$ cat config.mk
export PLATFORM = sky130hd
export DESIGN_NAME = quot_bcd_disp
export DESIGN_NICKNAME = d
export VERILOG_FILES = /design/src/rtl/quot_bcd_disp.sv
export SDC_FILE = /design/constraint.sdc
export NUM_CORES = 1
export LEC_CHECK = 0
export BUFFER_PORTS_ARGS = -buffer_cell sky130_fd_sc_hd__buf_4
export CORE_MARGIN = 2
export CORE_UTILIZATION = 43
export DETAILED_ROUTE_END_ITERATION = 8
export GPL_TIMING_DRIVEN = 1
export SLEW_MARGIN = 25
export SYNTH_ARGS = -nofsm -noshare
export SYNTH_HDL_FRONTEND = slang
export SYNTH_SLANG_ARGS = --single-unit
$ cat constraint.sdc
create_clock -name clk -period 3 [get_ports clk]
set_input_delay 0.6 -clock clk [delete_from_list [all_inputs] [get_ports clk]]
set_output_delay 0.6 -clock clk [all_outputs]
set_load 0.05 [all_outputs]
$ cat src/rtl/quot_bcd_disp.sv
// Quotient/remainder BCD display stage: double-dabble conversion plus a 6-digit multiplexed 7-segment scan.
// Optional build macro LEADING_ZERO_BLANK_EN blanks leading zeros within each 3-digit group.
module quot_bcd_disp #(
    parameter logic [15:0] SCAN_DIV = 16'd50000
) (
    input  logic       clk,
    input  logic       rst,
    input  logic       load,
    input  logic [7:0] yshang,
    input  logic [7:0] yyushu,
    output logic       busy,
    output logic       done,
    output logic [5:0] an,
    output logic [6:0] seg
);

    typedef enum logic [1:0] {IDLE, SHIFT, DONE} state_t;

    state_t      r_state;
    logic [7:0]  r_q_sr, r_r_sr;
    logic [11:0] r_q_bcd, r_r_bcd;
    logic [11:0] r_q_disp, r_r_disp;
    logic [2:0]  r_bit_cnt;
    logic        r_last;
    logic        r_busy, r_done;
    logic [15:0] r_scan_cnt;
    logic [2:0]  r_index;

    logic [19:0] w_q_next, w_r_next;
    logic [3:0]  w_digit;
    logic        w_blank;
    logic [6:0]  w_seg_code;

    // One double-dabble step on {bcd, sr}: correct nibbles >= 5, then shift left.
    function automatic logic [19:0] dd_step(input logic [19:0] v);
        logic [19:0] a;
        // NOTE: blocking '=' is right here -- each nibble update must be visible to the shift below.
        a = v;
        for (int i = 0; i < 3; i++) begin
            if (a[8 + 4*i +: 4] >= 4'd5)
                a[8 + 4*i +: 4] = a[8 + 4*i +: 4] + 4'd3;
        end
        return a << 1;
    endfunction

    assign w_q_next = dd_step({r_q_bcd, r_q_sr});
    assign w_r_next = dd_step({r_r_bcd, r_r_sr});

    // The conversion takes eight shift edges plus one edge to commit, so a load-to-load period is 10 cycles.
    // NOTE: sequential state uses non-blocking '<=' so every register updates from pre-edge values.
    always_ff @(posedge clk or posedge rst) begin
        if (rst) begin
            r_state   <= IDLE;
            r_q_sr    <= 8'd0;
            r_r_sr    <= 8'd0;
            r_q_bcd   <= 12'd0;
            r_r_bcd   <= 12'd0;
            r_q_disp  <= 12'd0;
            r_r_disp  <= 12'd0;
            r_bit_cnt <= 3'd0;
            r_last    <= 1'b0;
            r_busy    <= 1'b0;
            r_done    <= 1'b0;
        end else begin
            case (r_state)
                IDLE, DONE: begin
                    r_done <= 1'b0;
                    if (load) begin
                        r_q_sr    <= yshang;
                        r_r_sr    <= yyushu;
                        r_q_bcd   <= 12'd0;
                        r_r_bcd   <= 12'd0;
                        r_bit_cnt <= 3'd0;
                        r_last    <= 1'b0;
                        r_busy    <= 1'b1;
                        r_state   <= SHIFT;
                    end else begin
                        r_busy    <= 1'b0;
                        r_state   <= IDLE;
                    end
                end
                SHIFT: begin
                    if (!r_last) begin
                        {r_q_bcd, r_q_sr} <= w_q_next;
                        {r_r_bcd, r_r_sr} <= w_r_next;
                        r_bit_cnt         <= r_bit_cnt + 3'd1;
                        r_last            <= (r_bit_cnt == 3'd7);
                    end else begin
                        r_q_disp <= r_q_bcd;
                        r_r_disp <= r_r_bcd;
                        r_done   <= 1'b1;
                        r_state  <= DONE;
                    end
                end
                default: r_state <= IDLE;
            endcase
        end
    end

    // Digit scan is free-running and independent of the conversion FSM.
    always_ff @(posedge clk or posedge rst) begin
        if (rst) begin
            r_scan_cnt <= 16'd0;
            r_index    <= 3'd0;
        end else if (r_scan_cnt == SCAN_DIV - 16'd1) begin
            r_scan_cnt <= 16'd0;
            r_index    <= (r_index == 3'd5) ? 3'd0 : r_index + 3'd1;
        end else begin
            r_scan_cnt <= r_scan_cnt + 16'd1;
        end
    end

    // NOTE: every always_comb output gets a default first so no path can infer a latch.
    always_comb begin
        w_digit = 4'd0;
        w_blank = 1'b0;
        case (r_index)
            3'd0:    w_digit = r_r_disp[3:0];
            3'd1:    w_digit = r_r_disp[7:4];
            3'd2:    w_digit = r_r_disp[11:8];
            3'd3:    w_digit = r_q_disp[3:0];
            3'd4:    w_digit = r_q_disp[7:4];
            3'd5:    w_digit = r_q_disp[11:8];
            default: w_digit = 4'd0;
        endcase
`ifdef LEADING_ZERO_BLANK_EN
        case (r_index)
            3'd1:    w_blank = (r_r_disp[11:4] == 8'd0);
            3'd2:    w_blank = (r_r_disp[11:8] == 4'd0);
            3'd4:    w_blank = (r_q_disp[11:4] == 8'd0);
            3'd5:    w_blank = (r_q_disp[11:8] == 4'd0);
            default: w_blank = 1'b0;
        endcase
`else
        w_blank = 1'b0;
`endif
    end

    always_comb begin
        case (w_digit)
            4'd0:    w_seg_code = 7'h40;
            4'd1:    w_seg_code = 7'h79;
            4'd2:    w_seg_code = 7'h24;
            4'd3:    w_seg_code = 7'h30;
            4'd4:    w_seg_code = 7'h19;
            4'd5:    w_seg_code = 7'h12;
            4'd6:    w_seg_code = 7'h02;
            4'd7:    w_seg_code = 7'h78;
            4'd8:    w_seg_code = 7'h00;
            4'd9:    w_seg_code = 7'h10;
            default: w_seg_code = 7'h7F;
        endcase
    end

    assign seg  = w_blank ? 7'h7F : w_seg_code;
    assign an   = ~(6'b000001 << r_index);
    assign busy = r_busy;
    assign done = r_done;

endmodule

==> impl_metrics.py, run 1 <==
metrics = {
    "global_route": {
        "grt_use_total_pct": 18.10,
        "met1_usage_pct": 24.41,
        "grt_max_degree": 92,
        "grt_pass1_wl_um": 16240,
        "met2_usage_pct": 28.43,
        "grt.busiest_layer": "met2",
        "overflow": 0,
        "antenna_found_initial": 0,
        "use_met3_pct": 5.289,
        "grt_pass1_vias": 3366,
    },
    "place": {
        "dp.final_hpwl_um": 6388,
        "dp_cells": 628,
        "portBuffers": 33,
        "place_congestion": 0.8207,
    },
    "cells_and_area": {
        "final_cells": 646,
        "drive_gt1_share_pct": 18.82,
        "utilization_pct": 51.42,
        "area_delta_synth_final_pct": 16.65,
        "antenna_cells": 0,
        "nets": 545,
    },
    "timing": {
        "clock-skew-final_ps": 7.291,
        "rsz0062_at_grt": "yes",
        "fin_crit_sh_pct": 101.7,
        "max-slew-margin-rel_pct": 48.10,
        "worstMarginPinSlew_ps": 778.5,
        "hold_ws_ps": 320.4,
        "fin_tns_setup_ps": -125.8,
        "fin_crit_ps": 3051,
        "worst_slack_ps": -50.99,
        "finalHoldViolCount": 0,
        "drv_slew": 0,
        "fmax_mhz": 327.8,
        "finalSetupViolCount": 4,
    },
    "worst_setup_path": {
        "cp_data_required_time_ps": 2400,
        "worst_path_max_delay_cell": "mux4_2",
        "rrSetupSlack_ps": 880,
        "crit_chain": "mux4_2 -> a222oi_1 -> buf_4 -> inv_4 -> ha_4 -> mux2i_4 -> a21oi_4 -> buf_6",
        "reg2reg_from": "r_state[0]",
        "r2r-end": "r_r_bcd[7]",
        "crit_buf_inv": 3,
        "end_kind": "output pin",
        "crit_type": "flip-flop to output pin",
        "worst-r2r-cell-count": 7,
        "critical-path-top-delay-family": "multiplexers",
        "path_max_fanout": 4,
        "crit_arrival_ps": 2450,
        "critPathLaunchType": "flip-flop",
        "critPathMaxStageDelay_ps": 510,
    },
    "routing": {
        "routed_wl_um": 9211,
        "drc_errors": 0,
        "wl_per_cell_um": 14.26,
        "drtAntennaViolNets": 0,
        "via_count": 3376,
        "drt-initial-drc-count": 154,
        "firstDrtPassIters": 4,
        "avgViaCountPerCell": 5.226,
    },
    "floorplan": {
        "die_x_um": 106.6,
        "coreArea_mm2": 0.01028,
        "pin_count": 34,
        "rows": 37,
        "die-area_mm2": 0.01137,
        "die_h_um": 106.6,
        "start_util_pct": 44.08,
    },
    "flow_run": {
        "maxCapViolations": 0,
    },
    "yosys": {
        "synthSimpleGateAreaFrac_pct": 17.37,
        "synth_flop_cell": "dfrtp_1",
        "synth_cell_type_count": 44,
        "syn-num-nets": 508,
        "synth_edf_count": 0,
        "ys_async_sr_fraction_pct": 100.0,
        "synth_compound_area_share_pct": 13.53,
        "ys_ff_latch": 91,
        "synthMuxAreaShare_pct": 5.275,
        "yosys.area_share.adder_pct": 5.800,
        "synth_area_mm2": 0.004531,
        "yosysSeqAreaShare_pct": 50.26,
        "synth.yosys.warnings": 0,
        "synth_top_family_by_area": "simple AND/OR/NAND/NOR gates",
        "synthCells": 468,
        "syn_area_per_cell_um2": 9.681,
        "synth-xor-area-share_pct": 3.866,
    },
    "pwr": {
        "p_per_area_mw_per_mm2": 1009,
        "power.leakage_nw": 2.375,
        "seq_power_share_pct": 36.9,
        "p_sw_mw": 2.258,
        "switching_share_pct": 42.36,
        "power_frac_clock_pct": 15.5,
        "power.internal_mw": 3.073,
        "ir_drop_uv": 656.0,
        "comb_power_share_pct": 47.6,
        "power_mw": 5.331,
    },
    "clock_network": {
        "clock_latency_ps": 370,
        "root_buffer": "clkbuf_8",
        "clkSlewWorstSetupHoldPaths_ps": 90,
        "htreeDepth": 3,
        "cts_buffer_depth": 2,
        "cts_buffers": 9,
        "cts_sinks": 91,
        "cts_tree": "yes",
    },
    "min_path": {
        "hp-class": "input port to asynchronous set/reset pin",
    },
    "run_status": {
        "status": "complete, but fails checks",
        "violations": "setup timing",
    },
}
[routing by layer]
metal	share of wire (%)	up-vias
met5	0	-
met1	48	1599
met3	4.7	11
li1	-	1698
met2	46	68
met4	1.5	0
[cell usage after synthesis, types with 2 or more instances]
master	count	area [um2]
nand2_1	69	259.0
nor2_1	33	123.9
ha_1	21	262.8
buf_2	3	15.01
buf_1	2	7.510
a21oi_1	22	110.1
dfrtp_1	91	2277
xnor2_1	13	113.9
inv_1	20	75.07
nor2b_1	3	18.77
o2bb2ai_1	2	17.52
mux2i_1	7	70.07
nor3b_1	4	30.03
o31ai_1	9	67.56
nor3_1	4	20.02
and3_1	2	12.51
a32o_1	7	70.07
nand3_1	31	155.2
clkbuf_1	19	71.32
o21ai_0	37	185.2
nand2b_1	11	68.82
nand3b_1	3	22.52
and4_1	2	17.52
xor2_1	7	61.31
mux2_2	13	146.4
a31oi_1	15	93.84
[final cells by class]
cell class / count / area (um2)
Multi-Input combinational cell: 331 / 2151
Fill cell: 962 / 4992
Clock buffer: 11 / 141.4
Sequential cell: 91 / 2277
Timing Repair Buffer: 50 / 406.6
Inverter: 22 / 86.33
Clock inverter: 5 / 52.55
Tap cell: 136 / 170.2
[tightest hold or removal path, delay by kind of cell]
family	cells	cell delay, ps
buffers and inverters	3	520
[through the flow]
| stage | setup WS, ps | cell area (um2) |
|---|---|---|
| CTS | -54.71 | 5281 |
| global placement | 273.8 | 5015 |
| global route | -223.1 | 5285 |
| finish | -50.99 | 5285 |
| detailed placement | 247.4 | 5015 |
| floorplan | -96.20 | 4568 |
[power by group through the flow]
| stage | Combinational (mW) | Clock [mW] | Sequential, mW |
|---|---|---|---|
| floorplan | 1.85 | 0 | 1.91 |
| global placement | 2.38 | 0 | 1.98 |
| detailed placement | 2.45 | 0 | 1.99 |
| CTS | 2.56 | 0.853 | 1.97 |
| global route | 2.88 | 0.901 | 2.03 |
| finish | 2.54 | 0.826 | 1.97 |
[how the worst max path moves through the flow]
stage	start	end	slack [ps]	depth (start not counted)
detailed placement	r_index[2]	seg[3]	250	9
CTS	r_index[2]	seg[3]	-50	8
global placement	r_index[2]	seg[3]	270	8
floorplan	r_index[1]	seg[6]	-100	7
finish	r_index[2]	seg[3]	-50	8
global route	r_index[2]	seg[5]	-220	11
[layout by cell type (no fill, tap or decap), types with 5 or more instances in the layout]
cell type,count
a21oi_1,19
a31oi_1,15
a32o_1,7
buf_4,44
buf_6,5
clkbuf_8,10
dfrtp_1,91
ha_1,17
inv_1,17
mux2_2,13
mux2i_1,6
nand2_1,69
nand2b_1,11
nand3_1,31
nor2_1,33
o21ai_0,36
o31ai_1,9
xnor2_1,13
xor2_1,7
[flip-flops by register name, summed over array words and instances, names as in the netlist]
| signal | flops |
|---|---|
| r_bit_cnt | 3 |
| r_r_disp | 12 |
| done | 1 |
| r_q_sr | 8 |
| busy | 1 |
| r_r_sr | 8 |
| r_state | 2 |
| r_q_disp | 12 |
| r_last | 1 |
| r_r_bcd | 12 |
| r_scan_cnt | 16 |
| r_q_bcd | 12 |
| r_index | 3 |
[repair_timing]
item / 4_1_cts / 5_1_grt
setup buffers: 2 / 0
hold buffers: 0 / 0
gates resized for setup: 14 / 2
setup endpoints to repair: 6 / 7
pin swaps: 1 / 0
[logic make-up after synthesis]
family | Yosys count
fa+ha+maj | 21
mux | 21
buf+inv | 46
simple gates | 169
compound gates | 100
xor+xnor | 20
flops | 91
No activity file was read; power rests on OpenSTA's default activity.
==> run 2: changes to the inputs <==
--- a/config.mk
+++ b/config.mk
@@ -10,6 +10,7 @@
 export CORE_UTILIZATION = 43
 export DETAILED_ROUTE_END_ITERATION = 8
 export GPL_TIMING_DRIVEN = 1
+export RECOVER_POWER = 100
 export SLEW_MARGIN = 25
 export SYNTH_ARGS = -nofsm -noshare
 export SYNTH_HDL_FRONTEND = slang
==> run 2 against run 1 <==
Net effect: the run ends with capacitance limit, slew limit, setup timing left; register-to-register slack worse by 600 ps; critical path depth stayed put; design area is 1.1% lower; power shrank 0.98%; sequential power about the same; combinational power shrank 2%; worst setup slack got worse by 16 ps; die area unchanged; global-route usage did not move; via count is 0.71% higher; clock power barely moved; first-iteration DRC count up 5.2%; largest power group unchanged.
==> impl_metrics.py, run 2 (synthesis results as in run 1) <==
metrics = {
    "clock_network": {
        "cts_buffers": 9,
        "clock_latency_ps": 360,
        "clkSlewWorstSetupHoldPaths_ps": 90,
        "htreeDepth": 3,
        "cts_buffer_depth": 2,
        "cts_sinks": 91,
        "cts_tree": "yes",
        "root_buffer": "clkbuf_8",
    },
    "place": {
        "portBuffers": 33,
        "dp.final_hpwl_um": 6388,
        "place_congestion": 0.8207,
    },
    "cells_and_area": {
        "nets": 545,
        "drive_gt1_share_pct": 17.06,
        "top_register": "r_scan_cnt",
        "antenna_cells": 0,
        "largest_register_ffs": 16,
        "area_delta_synth_final_pct": 15.41,
        "utilization_pct": 50.88,
        "fillers": 967,
        "final_common_cell": "dfrtp_1",
        "layout_common_cells": "dfrtp_1 (91), nand2_1 (69), o21ai_0 (36)",
    },
    "timing": {
        "worst_slack_ps": -66.61,
        "worstMarginPinSlew_ps": 2223,
        "hold_ws_ps": 441.9,
        "rsz0062_at_grt": "yes",
        "max-slew-margin-rel_pct": -48.17,
        "clock-skew-final_ps": 7.086,
        "finalHoldViolCount": 0,
        "finalSetupViolCount": 5,
        "drv_slew": 92,
        "fmax_mhz": 326.1,
        "fin_crit_sh_pct": 102.2,
        "fin_crit_ps": 3067,
    },
    "routing": {
        "routed_wl_um": 9255,
        "via_count": 3400,
        "drtAntennaViolNets": 0,
        "avgViaCountPerCell": 5.263,
        "drc_errors": 0,
        "firstDrtPassIters": 4,
        "drt-initial-drc-count": 162,
        "wl_per_cell_um": 14.33,
    },
    "global_route": {
        "overflow": 0,
        "grt_pass1_vias": 3366,
        "grt_max_degree": 92,
        "antenna_found_initial": 0,
        "grt_pass1_wl_um": 16240,
        "grt_use_total_pct": 18.10,
    },
    "floorplan": {
        "start_util_pct": 44.08,
        "rows": 37,
        "die_h_um": 106.6,
        "die_x_um": 106.6,
        "die-area_mm2": 0.01137,
        "coreArea_mm2": 0.01028,
        "pin_count": 34,
    },
    "worst_setup_path": {
        "end_kind": "output pin",
        "path_max_fanout": 4,
        "crit_type": "flip-flop to output pin",
        "critPathLaunchType": "flip-flop",
        "cp_data_required_time_ps": 2400,
        "rrSetupSlack_ps": 280,
        "crit_arrival_ps": 2470,
    },
    "pwr": {
        "power.leakage_nw": 2.332,
        "power.internal_mw": 3.022,
        "switching_share_pct": 42.76,
        "p_sw_mw": 2.258,
        "power_frac_clock_pct": 15.6,
        "p_per_area_mw_per_mm2": 1010,
        "comb_power_share_pct": 47.1,
        "ir_drop_uv": 656.2,
        "seq_power_share_pct": 37.3,
    },
    "run_status": {
        "violations": "capacitance limit, slew limit, setup timing",
        "status": "complete, but fails checks",
    },
    "min_path": {
        "hp-class": "input port to flip-flop",
    },
    "flow_run": {
        "maxCapViolations": 1,
    },
}
run 2: changes by cell type in the layout (fill, tap and decap cells not counted):
cell and change:
clkbuf_1 +9, buf_12 -1, clkinvlp_2 +1, buf_4 -13
clkbuf_2 +4, clkinv_2 -1, clkbuf_4 +1
run 2: area by class of cell:
| class | instances | area, um2 | share of cell area (%) |
|---|---|---|---|
| clock inverters | 5 | 52.55 | 1.005 |
| flip-flops and latches | 91 | 2277 | 43.55 |
| well taps | 136 | 170.2 | 3.254 |
| clock buffers | 11 | 141.4 | 2.704 |
| repair buffers | 50 | 350.3 | 6.700 |
| inverters | 22 | 86.33 | 1.651 |
| multi-input cells | 331 | 2151 | 41.13 |
run 2: timing repair:
item                       4_1_cts  5_1_grt
setup buffers                    2        0
pin swaps                        1        0
gates resized for setup         14        2
hold buffers                     0        0
setup endpoints to repair        6        7
run 2: path summary, 6_finish.rpt:
path	start	to	depth (start not counted)
max reg2reg	r_state[0]	r_r_bcd[7]	7
max	r_index[2]	seg[3]	8
min reg2reg	r_scan_cnt[15]	r_scan_cnt[15]	1
max in group asynchronous	rst	r_r_disp[9]	3
min in group asynchronous	rst	r_scan_cnt[7]	3
min	yshang[0]	r_q_sr[0]	3
run 2: worst max-delay path, cell delays in order (launching register included):
cell and delay [ps]:
dfrtp_1 370, mux4_2 510, a222oi_1 320, buf_4 210
inv_4 50, ha_4 280, mux2i_4 70, a21oi_4 130
buf_6 170
run 2: power by group through the flow:
stage               Combinational, mW  Clock, mW  Sequential [mW]
floorplan                        1.85          0             1.91
global placement                 2.38          0             1.98
detailed placement               2.45          0             1.99
CTS                              2.56      0.853             1.97
global route                     2.83      0.901             2.03
finish                           2.49      0.826             1.97
run 2: metrics by stage:
| stage | TNS [ps] | setup slack, ps | cells | power [mW] | cell area [um2] |
|---|---|---|---|---|---|
| finish | -198.2 | -66.61 | 646 | 5.279 | 5229 |
| global route | -953.4 | -223.1 | 646 | 5.759 | 5229 |
| CTS | -128.6 | -54.71 | 646 | 5.380 | 5281 |
| detailed placement | 0 | 247.4 | 628 | 4.437 | 5015 |
| global placement | 0 | 273.8 | 628 | 4.360 | 5015 |
| floorplan | -177.1 | -96.20 | 468 | 3.761 | 4568 |
run 2: per-layer routing:
| metal | global-route usage (%) | part of all wire (%) |
|---|---|---|
| met5 | 0 | 0 |
| met2 | 28.43 | 46 |
| met1 | 24.41 | 48 |
| met3 | 5.289 | 4.6 |
| met4 | 5.380 | 1.5 |
==> run 3: changes to the inputs <==
--- a/config.mk
+++ b/config.mk
@@ -5,6 +5,7 @@
 export SDC_FILE = /design/constraint.sdc
 export NUM_CORES = 1
 export LEC_CHECK = 0
+export ABC_AREA = 1
 export BUFFER_PORTS_ARGS = -buffer_cell sky130_fd_sc_hd__buf_4
 export CORE_MARGIN = 2
 export CORE_UTILIZATION = 43
==> run 3 against run 2 <==
Net effect: the flow finishes with violations (capacitance limit, slew limit); power rose by 3.3%; critical path depth rose by 5; hold slack got worse by 3.1 ps; flip-flop and latch count did not move; combinational power barely moved; die area rose by 5.4%; critical endpoint unchanged.
==> impl_metrics.py, run 3 <==
metrics = {
    "timing": {
        "max-slew-margin-rel_pct": -27.90,
        "fmax_mhz": 349.8,
        "finalHoldViolCount": 0,
        "hold_ws_ps": 438.8,
        "finalSetupViolCount": 0,
        "fin_tns_setup_ps": 0,
        "fin_crit_ps": 2859,
        "fin_crit_sh_pct": 95.30,
        "drv_slew": 42,
        "worstMarginPinSlew_ps": 1908,
        "worst_slack_ps": 140.9,
        "clock-skew-final_ps": 12.95,
    },
    "global_route": {
        "grt_use_total_pct": 18.34,
        "grt_max_degree": 51,
        "grt_pass1_vias": 3685,
        "overflow": 0,
        "antenna_found_initial": 0,
        "grt_pass1_wl_um": 17220,
    },
    "pwr": {
        "power_frac_clock_pct": 18.8,
        "comb_power_share_pct": 46.1,
        "switching_share_pct": 44.05,
        "power.leakage_nw": 2.680,
        "seq_power_share_pct": 35.1,
        "power_mw": 5.452,
        "power.internal_mw": 3.050,
        "p_per_area_mw_per_mm2": 1006,
        "ir_drop_uv": 818.3,
        "p_sw_mw": 2.402,
    },
    "clock_network": {
        "clock_latency_ps": 380,
        "cts_sinks": 91,
        "cts_buffers": 9,
        "root_buffer": "clkbuf_8",
        "cts_tree": "yes",
        "cts_buffer_depth": 2,
        "clkSlewWorstSetupHoldPaths_ps": 100,
        "cts_hold_buf": 0,
        "htreeDepth": 3,
    },
    "place": {
        "dp.final_hpwl_um": 7187,
        "dp_cells": 737,
        "place_congestion": 0.8830,
        "place_ws_ps": 402.1,
        "dpl_cell_area_mm2": 0.005136,
        "portBuffers": 33,
    },
    "worst_setup_path": {
        "critPathLaunchType": "flip-flop",
        "cp_common_cell": "nand2_1",
        "worst_path_max_delay_cell": "dfrtp_2",
        "crit_type": "flip-flop to output pin",
        "crit_arrival_ps": 2260,
        "rrSetupSlack_ps": 340,
        "cp_data_required_time_ps": 2400,
        "critPathMaxStageDelay_ps": 480,
        "path_max_fanout": 7,
        "end_kind": "output pin",
        "crit_chain": "nand2_1 -> inv_1 -> ha_1 -> nand2_1 -> o21ai_0 -> inv_1 -> nand2_2 -> ha_1 -> inv_1 -> nand2_1 -> nand3_1 -> nand2_1 -> buf_4",
    },
    "cells_and_area": {
        "top_register": "r_scan_cnt",
        "final_cells": 758,
        "utilization_pct": 50.00,
        "final_common_cell": "nand2_1",
        "antenna_cells": 0,
        "drive_gt1_share_pct": 13.11,
        "area_delta_synth_final_pct": 13.28,
        "layout_common_cells": "nand2_1 (103), inv_1 (89), dfrtp_1 (88)",
        "largest_register_ffs": 16,
        "final_area_mm2": 0.005420,
        "nets": 653,
        "fillers": 1054,
    },
    "routing": {
        "firstDrtPassIters": 4,
        "avgViaCountPerCell": 5.092,
        "drtAntennaViolNets": 0,
        "via_count": 3860,
        "drt-initial-drc-count": 253,
        "routed_wl_um": 10010,
        "wl_per_cell_um": 13.21,
        "drc_errors": 0,
    },
    "floorplan": {
        "rows": 38,
        "die_h_um": 109.5,
        "start_util_pct": 44.14,
        "die-area_mm2": 0.01199,
        "coreArea_mm2": 0.01084,
        "die_x_um": 109.5,
        "pin_count": 34,
    },
    "yosys": {
        "synth.top_cells.by_count": "nand2_1 (103), dfrtp_1 (91), inv_1 (88)",
        "synth.largest_area_cell": "dfrtp_1",
        "syn_area_per_cell_um2": 8.278,
        "syn-num-nets": 618,
        "ys_top_cells_by_area": "dfrtp_1 (48%), nand2_1 (8.1%), o21ai_0 (8.1%), inv_1 (6.9%), ha_1 (5.5%)",
        "synth_flop_cell": "dfrtp_1",
        "yosysMostFrequentCell": "nand2_1",
        "synth_edf_count": 0,
        "synth.yosys.warnings": 0,
        "synth.top_cell.area_share_pct": 47.59,
        "synthCells": 578,
        "synth_cell_type_count": 31,
        "yosysSeqAreaShare_pct": 47.59,
        "synth_area_mm2": 0.004785,
        "ys_ff_latch": 91,
        "ys_async_sr_fraction_pct": 100.0,
    },
    "run_status": {
        "status": "complete, but fails checks",
        "violations": "capacitance limit, slew limit",
    },
    "min_path": {
        "hp-class": "input port to flip-flop",
    },
    "flow_run": {
        "maxCapViolations": 1,
    },
}
run 3: cell types whose count changed in the layout (fill, tap and decap cells not counted), sizes merged, moves of 15 or more:
cell,previous run,this run
a31oi,15,0
o21ai,37,94
o211ai,1,17
nand2,69,107
inv,20,97
run 3: repair_timing:
item,4_1_cts,5_1_grt
gates resized for setup,3,6
endpoints found under the setup margin,3,5
pin swaps,0,2
setup buffers,0,5
run 3: area by class of cell:
| type | instances | area (um2) | area share, % |
|---|---|---|---|
| clock buffer | 9 | 123.9 | 2.285 |
| clock inverter | 7 | 125.1 | 2.308 |
| inverter | 97 | 370.4 | 6.833 |
| multi-input combinational | 372 | 2028 | 37.42 |
| sequential | 91 | 2281 | 42.08 |
| tap | 140 | 175.2 | 3.232 |
| timing repair buffer | 42 | 316.6 | 5.840 |
run 3: layer usage:
metal	part of all wire (%)	routed length [um]	global-route usage, %
met1	49	4904	24.97
met2	46	4587	28.88
met3	3.5	347	3.260
met4	1.7	172	7.685
met5	0	0	0
run 3: kinds of logic (layout without fill, tap and decap cells):
kind of cell    Yosys count  in the layout  synth area share [%]
compound gates          145            145                 16.66
xor+xnor                  7              7                 1.281
fa+ha+maj                21             21                 5.492
buf+inv                 115            155                 10.02
flops                    91             91                 47.59
simple gates            199            199                 18.96
run 3: worst paths after layout:
path / start / endpoint / depth (start not counted)
setup / recovery: r_index[0] / seg[3] / 13
hold / removal: yshang[0] / r_q_sr[0] / 3
setup reg to reg: r_state[0] / r_q_sr[1] / 10
hold reg to reg: r_scan_cnt[0] / r_scan_cnt[0] / 1
max in group asynchronous: rst / r_index[2] / 3
min in group asynchronous: rst / r_scan_cnt[5] / 2
run 3: power groups by stage:
stage               sequential (mW)  clock (mW)  combinational, mW
floorplan                      1.90           0               2.03
global placement               1.93           0               2.50
detailed placement             1.94           0               2.57
CTS                            1.91        1.06               2.59
global route                   1.96        1.10               2.89
finish                         1.91        1.03               2.51
run 3: critical path, delay by kind of cell, from the launching register on:
| family | cells | cell delay [ps] |
|---|---|---|
| compound gates | 1 | 70 |
| fa+ha+maj | 2 | 510 |
| buf+inv | 4 | 350 |
| flops | 1 | 480 |
| simple gates | 6 | 450 |
